## src/rtl/text_render.sv

```systemverilog
// Text-mode pixel pipeline: pixel coordinate -> text RAM fetch -> font ROM row -> RGB pixel,
// with sync/valid delayed to match and a blinking underline cursor.
module text_render #(
    parameter int          COLS       = 80,
    parameter int          ROWS       = 60,
    parameter logic [11:0] FG         = 12'hFFF,
    parameter logic [11:0] BG         = 12'h000,
    parameter int          BLINK_LOG2 = 5
) (
    input  logic        clk,
    input  logic        rst,
    input  logic        pix_en,
    input  logic [9:0]  in_x,
    input  logic [9:0]  in_y,
    input  logic        in_valid,
    input  logic        in_hs,
    input  logic        in_vs,
    output logic [12:0] char_addr,
    input  logic [7:0]  char_data,
    output logic [7:0]  font_ascii,
    output logic [3:0]  font_line,
    input  logic [7:0]  font_row,
    input  logic [6:0]  cursor_x,
    input  logic [5:0]  cursor_y,
    input  logic        cursor_en,
    output logic [11:0] pix_rgb,
    output logic        out_hs,
    output logic        out_vs,
    output logic        out_valid
);

    localparam logic [6:0] COLS_W = 7'(COLS);
    localparam logic [6:0] ROWS_W = 7'(ROWS);

    // S0 -> S1 registers (the text RAM output is aligned with these)
    logic [9:0] s1_x;
    logic [9:0] s1_y;
    logic       s1_valid;
    logic       s1_hs;
    logic       s1_vs;

    // S1 -> S2 registers
    logic [7:0] s2_row;
    logic [2:0] s2_xl;
    logic       s2_inv;
    logic       s2_cur;
    logic       s2_valid;
    logic       s2_hs;
    logic       s2_vs;

    // cursor blink state
    logic [BLINK_LOG2-1:0] frame_cnt;
    logic                  blink_on;

    logic [12:0] row_w;
    logic [12:0] col_w;
    logic        s1_hit;
    logic        s1_solid;
    logic [7:0]  s1_row;
    logic        vs_rise;
    logic        pix_bit;

    assign row_w = {6'b0, in_y[9:3]};
    assign col_w = {6'b0, in_x[9:3]};

    generate
        if (COLS == 80) begin : g_mul80
            assign char_addr = (row_w << 6) + (row_w << 4) + col_w;
        end else begin : g_mul
            assign char_addr = row_w * 13'(COLS) + col_w;
        end
    endgenerate

    assign font_ascii = {1'b0, char_data[6:0]};
    assign font_line  = {1'b0, s1_y[2:0]};

    // Out-of-range cursor positions are rejected explicitly so they never alias onto the screen.
    assign s1_hit = cursor_en
                 && (cursor_x < COLS_W)
                 && ({1'b0, cursor_y} < ROWS_W)
                 && (s1_x[9:3] == cursor_x)
                 && (s1_y[9:3] == {1'b0, cursor_y})
                 && (s1_y[2:0] == 3'd7);

    assign s1_solid = (char_data[6:0] == 7'h7F);
    assign s1_row   = s1_solid ? 8'hFF : font_row;

    assign vs_rise = in_vs & ~s1_vs;
    assign pix_bit = s2_row[3'd7 - s2_xl] ^ s2_inv ^ (s2_cur & blink_on);

    always_ff @(posedge clk) begin
        if (rst) begin
            s1_x      <= '0;
            s1_y      <= '0;
            s1_valid  <= 1'b0;
            s1_hs     <= 1'b0;
            s1_vs     <= 1'b0;
            s2_row    <= '0;
            s2_xl     <= '0;
            s2_inv    <= 1'b0;
            s2_cur    <= 1'b0;
            s2_valid  <= 1'b0;
            s2_hs     <= 1'b0;
            s2_vs     <= 1'b0;
            pix_rgb   <= '0;
            out_valid <= 1'b0;
            out_hs    <= 1'b0;
            out_vs    <= 1'b0;
            frame_cnt <= '0;
            blink_on  <= 1'b0;
        end else if (pix_en) begin
            s1_x      <= in_x;
            s1_y      <= in_y;
            s1_valid  <= in_valid;
            s1_hs     <= in_hs;
            s1_vs     <= in_vs;

            s2_row    <= s1_row;
            s2_xl     <= s1_x[2:0];
            s2_inv    <= char_data[7];
            s2_cur    <= s1_hit;
            s2_valid  <= s1_valid;
            s2_hs     <= s1_hs;
            s2_vs     <= s1_vs;

            pix_rgb   <= s2_valid ? (pix_bit ? FG : BG) : 12'h000;
            out_valid <= s2_valid;
            out_hs    <= s2_hs;
            out_vs    <= s2_vs;

            // s1_vs holds the previous strobe's vsync level, so it doubles as the edge detector.
            if (vs_rise) begin
                frame_cnt <= frame_cnt + 1'b1;
                if (&frame_cnt)
                    blink_on <= ~blink_on;
            end
        end
    end

endmodule

```

## config.mk

```make
export PLATFORM = sky130hd
export DESIGN_NAME = text_render
export DESIGN_NICKNAME = d
export VERILOG_FILES = /design/src/rtl/text_render.sv
export SDC_FILE = /design/constraint.sdc
export NUM_CORES = 1
export LEC_CHECK = 0
export ABC_AREA = 1
export BUFFER_PORTS_ARGS = -buffer_cell sky130_fd_sc_hd__buf_2
export CAP_MARGIN = 20
export CORE_AREA = 2 2 98 119
export DETAILED_ROUTE_END_ITERATION = 8
export DIE_AREA = 0 0 100 121
export HOLD_SLACK_MARGIN = 0.1
export PLACE_DENSITY_LB_ADDON = 0.08
export SLEW_MARGIN = 20
export SYNTH_ARGS = -nofsm -noshare
export SYNTH_HDL_FRONTEND = slang
export SYNTH_SLANG_ARGS = --single-unit
```

## constraint.sdc

```tcl
create_clock -name clk -period 2.09 [get_ports clk]
set_input_delay 0.1045 -clock clk [delete_from_list [all_inputs] [get_ports clk]]
set_output_delay 0.1045 -clock clk [all_outputs]
set_load 0.03 [all_outputs]
```

# Word level (Yosys, flattened, before mapping)
# Index checks and enable logic that the tools add are counted.
# op_classes
add_sub_neg	4
shift	0
mul	0
div	0
reduce_logical	7
magnitude_cmp	3
muxes	5
eq_ne	4
n_bitwise	6
# op_table
operator	n
$mux 12	2
$add 13x11->13	1
$add 13x7->13	1
$mux 8	1
$eq 7x6->1	1
$eq 7x7->1	1
$eq 7x7->1 const B	1
$lt 7x7->1 const B	1
$reduce_and 7->1	1
$lt 6x6->1 const B	1
$add 5x1->5 const B	1
$logic_and 1x1->1	5
$lt 3x4->1 const B	1
$bmux 1 s3	1
$eq 3x3->1 const B	1
$sub 3x3->3 const A	1
$and 1x1->1	2
$not 1->1	2
$reduce_and 2->1	1
$xor 1x1->1	2
$mux 1	1
# word_totals
mem_bits_rw	0
memories	0
out_inout_bits	40
latchBits	0
ff_bits	60
wordCells	47
mem_bits_ro	0
in_bits	56

# Depth between registers and ports, before layout
# Gate-level depths: netlist of run 1.
# depth
depth_word	7
depth_mapped	10
depth_no_buf	10

# Worst setup path before layout of run 1
# Ideal clock, no wire load.
# synth_timing
path_kind	in2out
start	input in_x[9]
end	output char_addr[11]
t_arrival_ns	2.047
path_stages	9
path_buffers	0
t_required_ns	1.986
slack_ns	-0.062
cell_sequence	fa_1 > inv_1 > fa_1 > o21ai_2 > nand2_1 > nand2_1 > nand2_1 > nand2_1 > xor2_1
# synth_between
elab_chain_len	1
# synth_rtl
element	line	text
from (decl)	13	input logic [9:0] in_x,
$add 13x7->13	68	assign char_addr = (row_w << 6) + (row_w << 4) + col_w;
to (decl)	18	output logic [12:0] char_addr,
# Every way passes these cells.

# Worst setup path after layout of run 1
# layout_timing
start	input in_y[5]
end	output char_addr[11]
# layout_between
elab_chain_len	2
# layout_rtl
element	line	text
from (decl)	14	input logic [9:0] in_y,
$add 13x11->13	68	
$add 13x7->13	68	
# Every way passes these cells.

==> results of run 1 <==
power groups by stage:
stage	Clock (mW)	Sequential (mW)	Combinational [mW]
6_report	0.924	1.02	0.635
5_1_grt	0.989	1.02	0.707
4_1_cts	0.959	1.02	0.631
3_5_place_dp	0	1.04	0.600
3_3_place_gp	0	1.04	0.600
2_1_floorplan	0	1.04	0.424
cell usage after synthesis:
master / number / area share
conb_1: 1 / 0.0014
xnor2_1: 1 / 0.0033
nand4_1: 5 / 0.012
buf_1: 1 / 0.0014
nor3b_1: 2 / 0.0056
xor2_1: 11 / 0.036
ha_1: 14 / 0.066
fa_1: 2 / 0.015
inv_2: 2 / 0.0028
o21ai_0: 37 / 0.069
nand3_1: 14 / 0.026
nor3_1: 2 / 0.0038
nor2_1: 57 / 0.080
o21ai_2: 1 / 0.0033
buf_2: 3 / 0.0056
buf_4: 27 / 0.076
dfxtp_1: 49 / 0.37
nor2_4: 1 / 0.0042
inv_1: 39 / 0.055
o21ai_1: 1 / 0.0019
nor3_4: 1 / 0.0061
clkbuf_1: 8 / 0.011
nand2_2: 1 / 0.0023
nand2_1: 45 / 0.063
a221oi_1: 8 / 0.026
a21oi_1: 25 / 0.047
o2111ai_1: 1 / 0.0033
o22ai_1: 2 / 0.0047
per-layer routing:
metal  GRT usage  up-vias  wire, um
met2       0.210       71      3300
met1       0.140     1124      3190
met4      0.0377        0       114
li1            -     1321         -
met5           0        -         0
met3      0.0196        9       304
registers in the layout (all words and copies together) (netlist names), 3 cells and up:
name / cells
s1_y: 10
s1_x: 10
s2_row: 8
s2_xl: 3
frame_cnt: 5
through the flow:
stage | hold slack [ns] | cells | setup WS [ns] | TNS [ns] | utilization
after global placement | 0.332 | 557 | -0.0826 | -0.0826 | 0.286
after detailed placement | 0.331 | 557 | -0.115 | -0.115 | 0.286
after floorplan | 0.183 | 362 | 0.0720 | 0 | -
after global routing | 0.119 | 580 | -0.0212 | -0.0212 | 0.318
final | 0.117 | 580 | 0.0944 | 0 | 0.318
after CTS | 0.115 | 578 | 0.0157 | 0 | 0.314
kinds of logic after synthesis:
group / Yosys count
adders and majority gates: 16
AOI/OAI and AO/OA: 75
and+or+nand+nor: 128
DFF: 49
xor gates and xnor gates: 12
buffers and inverters: 80
other: 1
how the worst max path moves through the flow:
stage / start / end / slack [ns] / cells past startpoint
2_1_floorplan: in_x[9] / char_addr[11] / 0.07 / 9
3_3_place_gp: in_x[9] / char_addr[11] / -0.08 / 11
3_5_place_dp: in_x[9] / char_addr[11] / -0.12 / 11
4_1_cts: in_x[9] / char_addr[11] / 0.02 / 11
5_1_grt: in_y[5] / char_addr[11] / -0.02 / 11
6_report: in_y[5] / char_addr[11] / 0.09 / 11
final cells by class:
cell class | count | area share
multi-input cells | 233 | 0.376
flip-flops and latches | 49 | 0.282
repair buffers | 117 | 0.201
well taps | 132 | 0.0476
inverters | 41 | 0.0443
clock buffers | 6 | 0.0371
clock inverters | 2 | 0.0112
placed cells by master (no fill, tap or decap), types with 2 or more instances in the layout:
cell type	netlist	final
nand2_2	1	4
o22ai_1	2	2
nand2_1	45	42
buf_6	0	3
ha_1	14	13
conb_1	1	2
clkbuf_16	0	5
nor2_1	57	57
dlygate4sd3_1	0	13
nand3_1	14	14
nand4_1	5	5
a221oi_1	8	8
dfxtp_1	49	49
xor2_1	11	10
inv_1	39	38
buf_2	3	89
o21ai_0	37	37
nor3_1	2	2
a21oi_1	25	25
nor3b_1	2	2
inv_2	2	3
buf_4	27	12
worst max-delay path, cell delays in order:
cell and delay (ns):
buf_6 0.10, fa_1 0.55, inv_1 0.06, fa_2 0.34, o21ai_2 0.16, nand2_1 0.08, nand2_2 0.07, nand2_2 0.05
nand2_2 0.08, xor2_2 0.15, buf_6 0.15
repair_timing:
action,in CTS,in global routing
gates resized for setup,4,9
pin swaps,1,6
setup endpoints to repair,1,2
hold buffers,13,0
buffers inserted,0,2
endpoints found under the hold margin,13,0
==> run_results.csv, run 1 <==
group,metric,value,unit
run_status,status,"completed",
drt,drc,0,
global_route,grt_usage,0.117,
critical_path,timing.reg2reg.setup_slack,0.97,ns
power,p_clk_frac,0.359,
placed_design,io_buffers,93,
critical_path,r2r-start,"s1_y[3]$_SDFFE_PP0P_",
hold_path,holdCritStartpoint,"in_x[6]",
global_route,overflow,0,
clocking,numCtsBuffers,5,
final_layout,multi_input_area,1310,um2
synth,synth-warning-count,0,
floorplanning,fp.dieH,121,um
drt,drtIter0Drc,69,
job,maxCapViolations,0,
power,power_switching_share,0.301,
floorplanning,fp-row-count,42,
synth,synth_top_family_by_area,"simple AND/OR/NAND/NOR gates",
critical_path,critPathKind,"in -> out",
power,comb_power_share,0.246,
clocking,cts_tree,"built",
drt,vias_per_cell,4.35,
critical_path,cp-start-kind,"primary input",
critical_path,cp_max_fo,2,
global_route,grt_pass1_vias,2493,
final_layout,syn2layout_area_growth,30.1,%
sta,hold_viol_final,0,
clocking,cts-root-buf,"clkbuf_16",
synth,synth-compound-area-share,0.156,
critical_path,crit_path_end_kind,"primary output",
floorplanning,dieArea,12100,um2
synth,synth-xor-area-share,0.0394,
sta,slew_viol_final,0,
global_route,grt_max_degree,18,
power,p_per_area,741,nW/um2
clocking,clock_sinks,49,
hold_path,hold-path-endpoint,"s1_x[6]$_SDFFE_PP0P_",
critical_path,r2r-end,"s2_cur$_SDFFE_PP0P_",
placed_design,place.gp.congestion,0.777,
drt,post_drt_wl_per_cell,11.9,um
global_route,antenna_found_initial,0,
floorplanning,fp.dieW,100,um
final_layout,num-nets-final,519,
clocking,htree_num_levels,2,
floorplanning,core,10900,um2
synth,syn_area,2670,um2
placed_design,post-dp-hpwl,5210,um
clocking,cts_buffer_depth,2,
final_layout,finalInstanceArea,3470,um2
synth,avgSynthCellArea,7.39,um2
critical_path,required,1.99,ns
synth,netlist_instances,361,
sta,rsz0062_at_grt,"true",
clocking,clock_latency,0.29,ns
critical_path,r2r_cells,7,
hold_path,hold_path_depth,3,
final_layout,antennaDiodeCount,0,
sta,fmax,501,MHz
sta,fin_worst_skew,0.00803,ns
drt,dr.pass1.iters,4,
power,p_total,2.57,mW
synth,synthSimpleGateAreaFrac,0.203,
drt,vias,2525,
sta,setup_violations,0,
floorplanning,start_util,0.244,
sta,finalCritPeriodShare,0.955,
power,peakVddDrop,0.418,mV
synth,synthAdderAreaFrac,0.0806,
hold_path,hold_path_class,"in -> reg",
sta,min_period,2.00,ns
power,p_int,1.80,mW
power,netSwitchingPower,774,uW
drt,ant_nets,0,
clocking,clk_pin_slew,0.06,ns
final_layout,fill_cells,1225,
final_layout,drive_above_1_share,0.277,
power,power_frac_seq,0.395,
synth,synth_mux_area_frac,0,
synth,synth_seq_cells,49,
floorplanning,boundaryPins,96,
drt,routed_wl,6910,um
global_route,grt_pass1_wl,11400,um
final_layout,seq_area,981,um2
synth,yosysUniqueCellTypes,28,
synth,seq_area_frac_synth,0.368,
power,p_leak,1.70,nW
placed_design,post_dp_cell_area,3130,um2
critical_path,cp.arrival,1.89,ns
Note: power is estimated with default switching activity, not from simulation.
==> inputs of run 2 (changes only) <==
Settings changed: CTS_BUF_LIST from default to sky130_fd_sc_hd__clkbuf_8.
==> run_results.csv, run 2 (same netlist as run 1, synthesis figures left out) <==
group,metric,value,unit
sta,holdWs,0.113,ns
sta,fin_ws,0.0949,ns
global_route,grt_max_degree,18,
sta,rsz0062_at_grt,"true",
global_route,antenna_found_initial,0,
drt,post_drt_wl_per_cell,11.8,um
clocking,htree_num_levels,2,
power,p_per_area,675,nW/um2
drt,dr.pass1.iters,6,
critical_path,required,1.99,ns
power,peakVddDrop,0.297,mV
final_layout,drive_above_1_share,0.274,
critical_path,critPathBufInv,3,
final_layout,fill_cells,1229,
drt,vias_per_cell,4.37,
floorplanning,dieArea,12100,um2
critical_path,crit_path_end_kind,"primary output",
critical_path,crit_slowest_cell,"fa_1",
power,p_leak,1.70,nW
floorplanning,start_util,0.244,
run_status,status,"completed",
drt,drc,0,
final_layout,finalInstanceArea,3470,um2
final_layout,stdcell_count,585,
sta,hold_viol_final,0,
critical_path,path_delay_family,"adder cells",
job,maxCapViolations,0,
clocking,cts_buffer_depth,2,
sta,min_period,2.00,ns
global_route,grt_pass1_wl,11400,um
drt,drtIter0Drc,69,
floorplanning,core,10900,um2
clocking,numCtsBuffers,5,
sta,setup_violations,0,
final_layout,final_common_cell,"buf_2",
placed_design,place.gp.congestion,0.777,
critical_path,cp-start-kind,"primary input",
clocking,clk_pin_slew,0.09,ns
placed_design,io_buffers,93,
clocking,cts_tree,"built",
sta,fin_worst_skew,0.0130,ns
sta,fmax,501,MHz
drt,routed_wl,6880,um
global_route,grt_usage,0.117,
clocking,cts-root-buf,"clkbuf_8",
floorplanning,boundaryPins,96,
critical_path,worstPathCellList,"buf_6, fa_1, inv_1, fa_2, o21ai_2, nand2_1, nand2_2, nand2_2, nand2_2, xor2_2, buf_6",
critical_path,cp.arrival,1.89,ns
placed_design,post-dp-hpwl,5210,um
placed_design,post_dp_cell_area,3130,um2
floorplanning,fp.dieH,121,um
final_layout,layout_common_cells,"89 x buf_2, 57 x nor2_1, 49 x dfxtp_1, 42 x nand2_1, 39 x inv_1",
critical_path,crit_top_cell,"nand2_2",
sta,finalCritPeriodShare,0.955,
placed_design,pre_cts_ws,-0.115,ns
clocking,clock_sinks,49,
final_layout,num-nets-final,524,
critical_path,critPathKind,"in -> out",
final_layout,antennaDiodeCount,0,
power,p_total,2.34,mW
placed_design,dp.cells,557,
global_route,overflow,0,
clocking,clock_latency,0.31,ns
drt,ant_nets,0,
final_layout,top_regs,"s1_x: 10 flops, s1_y: 10 flops, s2_row: 8 flops",
floorplanning,fp.dieW,100,um
drt,vias,2556,
hold_path,hold_path_class,"in -> reg",
sta,slew_viol_final,0,
critical_path,cpPeakStageDelay,0.55,ns
floorplanning,fp-row-count,42,
global_route,grt_pass1_vias,2490,
final_layout,syn2layout_area_growth,29.9,%
critical_path,cp_max_fo,2,
## run 2: through the flow
stage          utilization  TNS, ns
6_report             0.317        0
3_3_place_gp         0.286  -0.0826
3_5_place_dp         0.286   -0.115
4_1_cts              0.314        0
5_1_grt              0.317  -0.0212
2_1_floorplan            -        0
## run 2: worst paths after layout
path	slack, ns	endpoint	start	cells after the start
worst min register to register	0.47	out_vs$_SDFFE_PP0P_	s2_vs$_SDFFE_PP0P_	2
worst max-delay path	0.09	char_addr[11]	in_y[5]	11
worst max register to register	0.97	s2_cur$_SDFFE_PP0P_	s1_y[3]$_SDFFE_PP0P_	7
worst min-delay path	0.11	s1_y[3]$_SDFFE_PP0P_	in_y[3]	3
## run 2: area by class of cell
class,instances,area [um2],area share
Clock buffer,5,68.8,0.0198
Clock inverter,3,42.5,0.0123
Inverter,41,154,0.0444
Multi-Input combinational cell,233,1310,0.377
Sequential cell,49,981,0.283
Tap cell,132,165,0.0476
Timing Repair Buffer,122,749,0.216
## run 2: report_power, final
| part | switching, mW | leakage (nW) | internal [mW] |
|---|---|---|---|
| sequential | 0.0256 | 0.405 | 0.990 |
| combinational | 0.394 | 1.24 | 0.248 |
| clock | 0.327 | 0.0595 | 0.355 |
## run 2: worst min-delay path, stage by stage
cell and delay [ns]:
buf_6 0.08, o21ai_0 0.08, a21oi_1 0.11
## run 2: metal layers
layer | wire [um] | track usage | vias up
met5 | 0 | 0 | -
met4 | 148 | 0.0428 | 0
met3 | 316 | 0.0196 | 12
met2 | 3250 | 0.209 | 75
met1 | 3170 | 0.141 | 1135
li1 | - | - | 1334
## run 2: what timing repair did
item,in CTS,in global routing
setup endpoints to repair,1,2
setup buffers,0,2
resized for setup,4,9
pin swaps,1,6
endpoints found under the hold margin,18,0
hold buffers,18,0
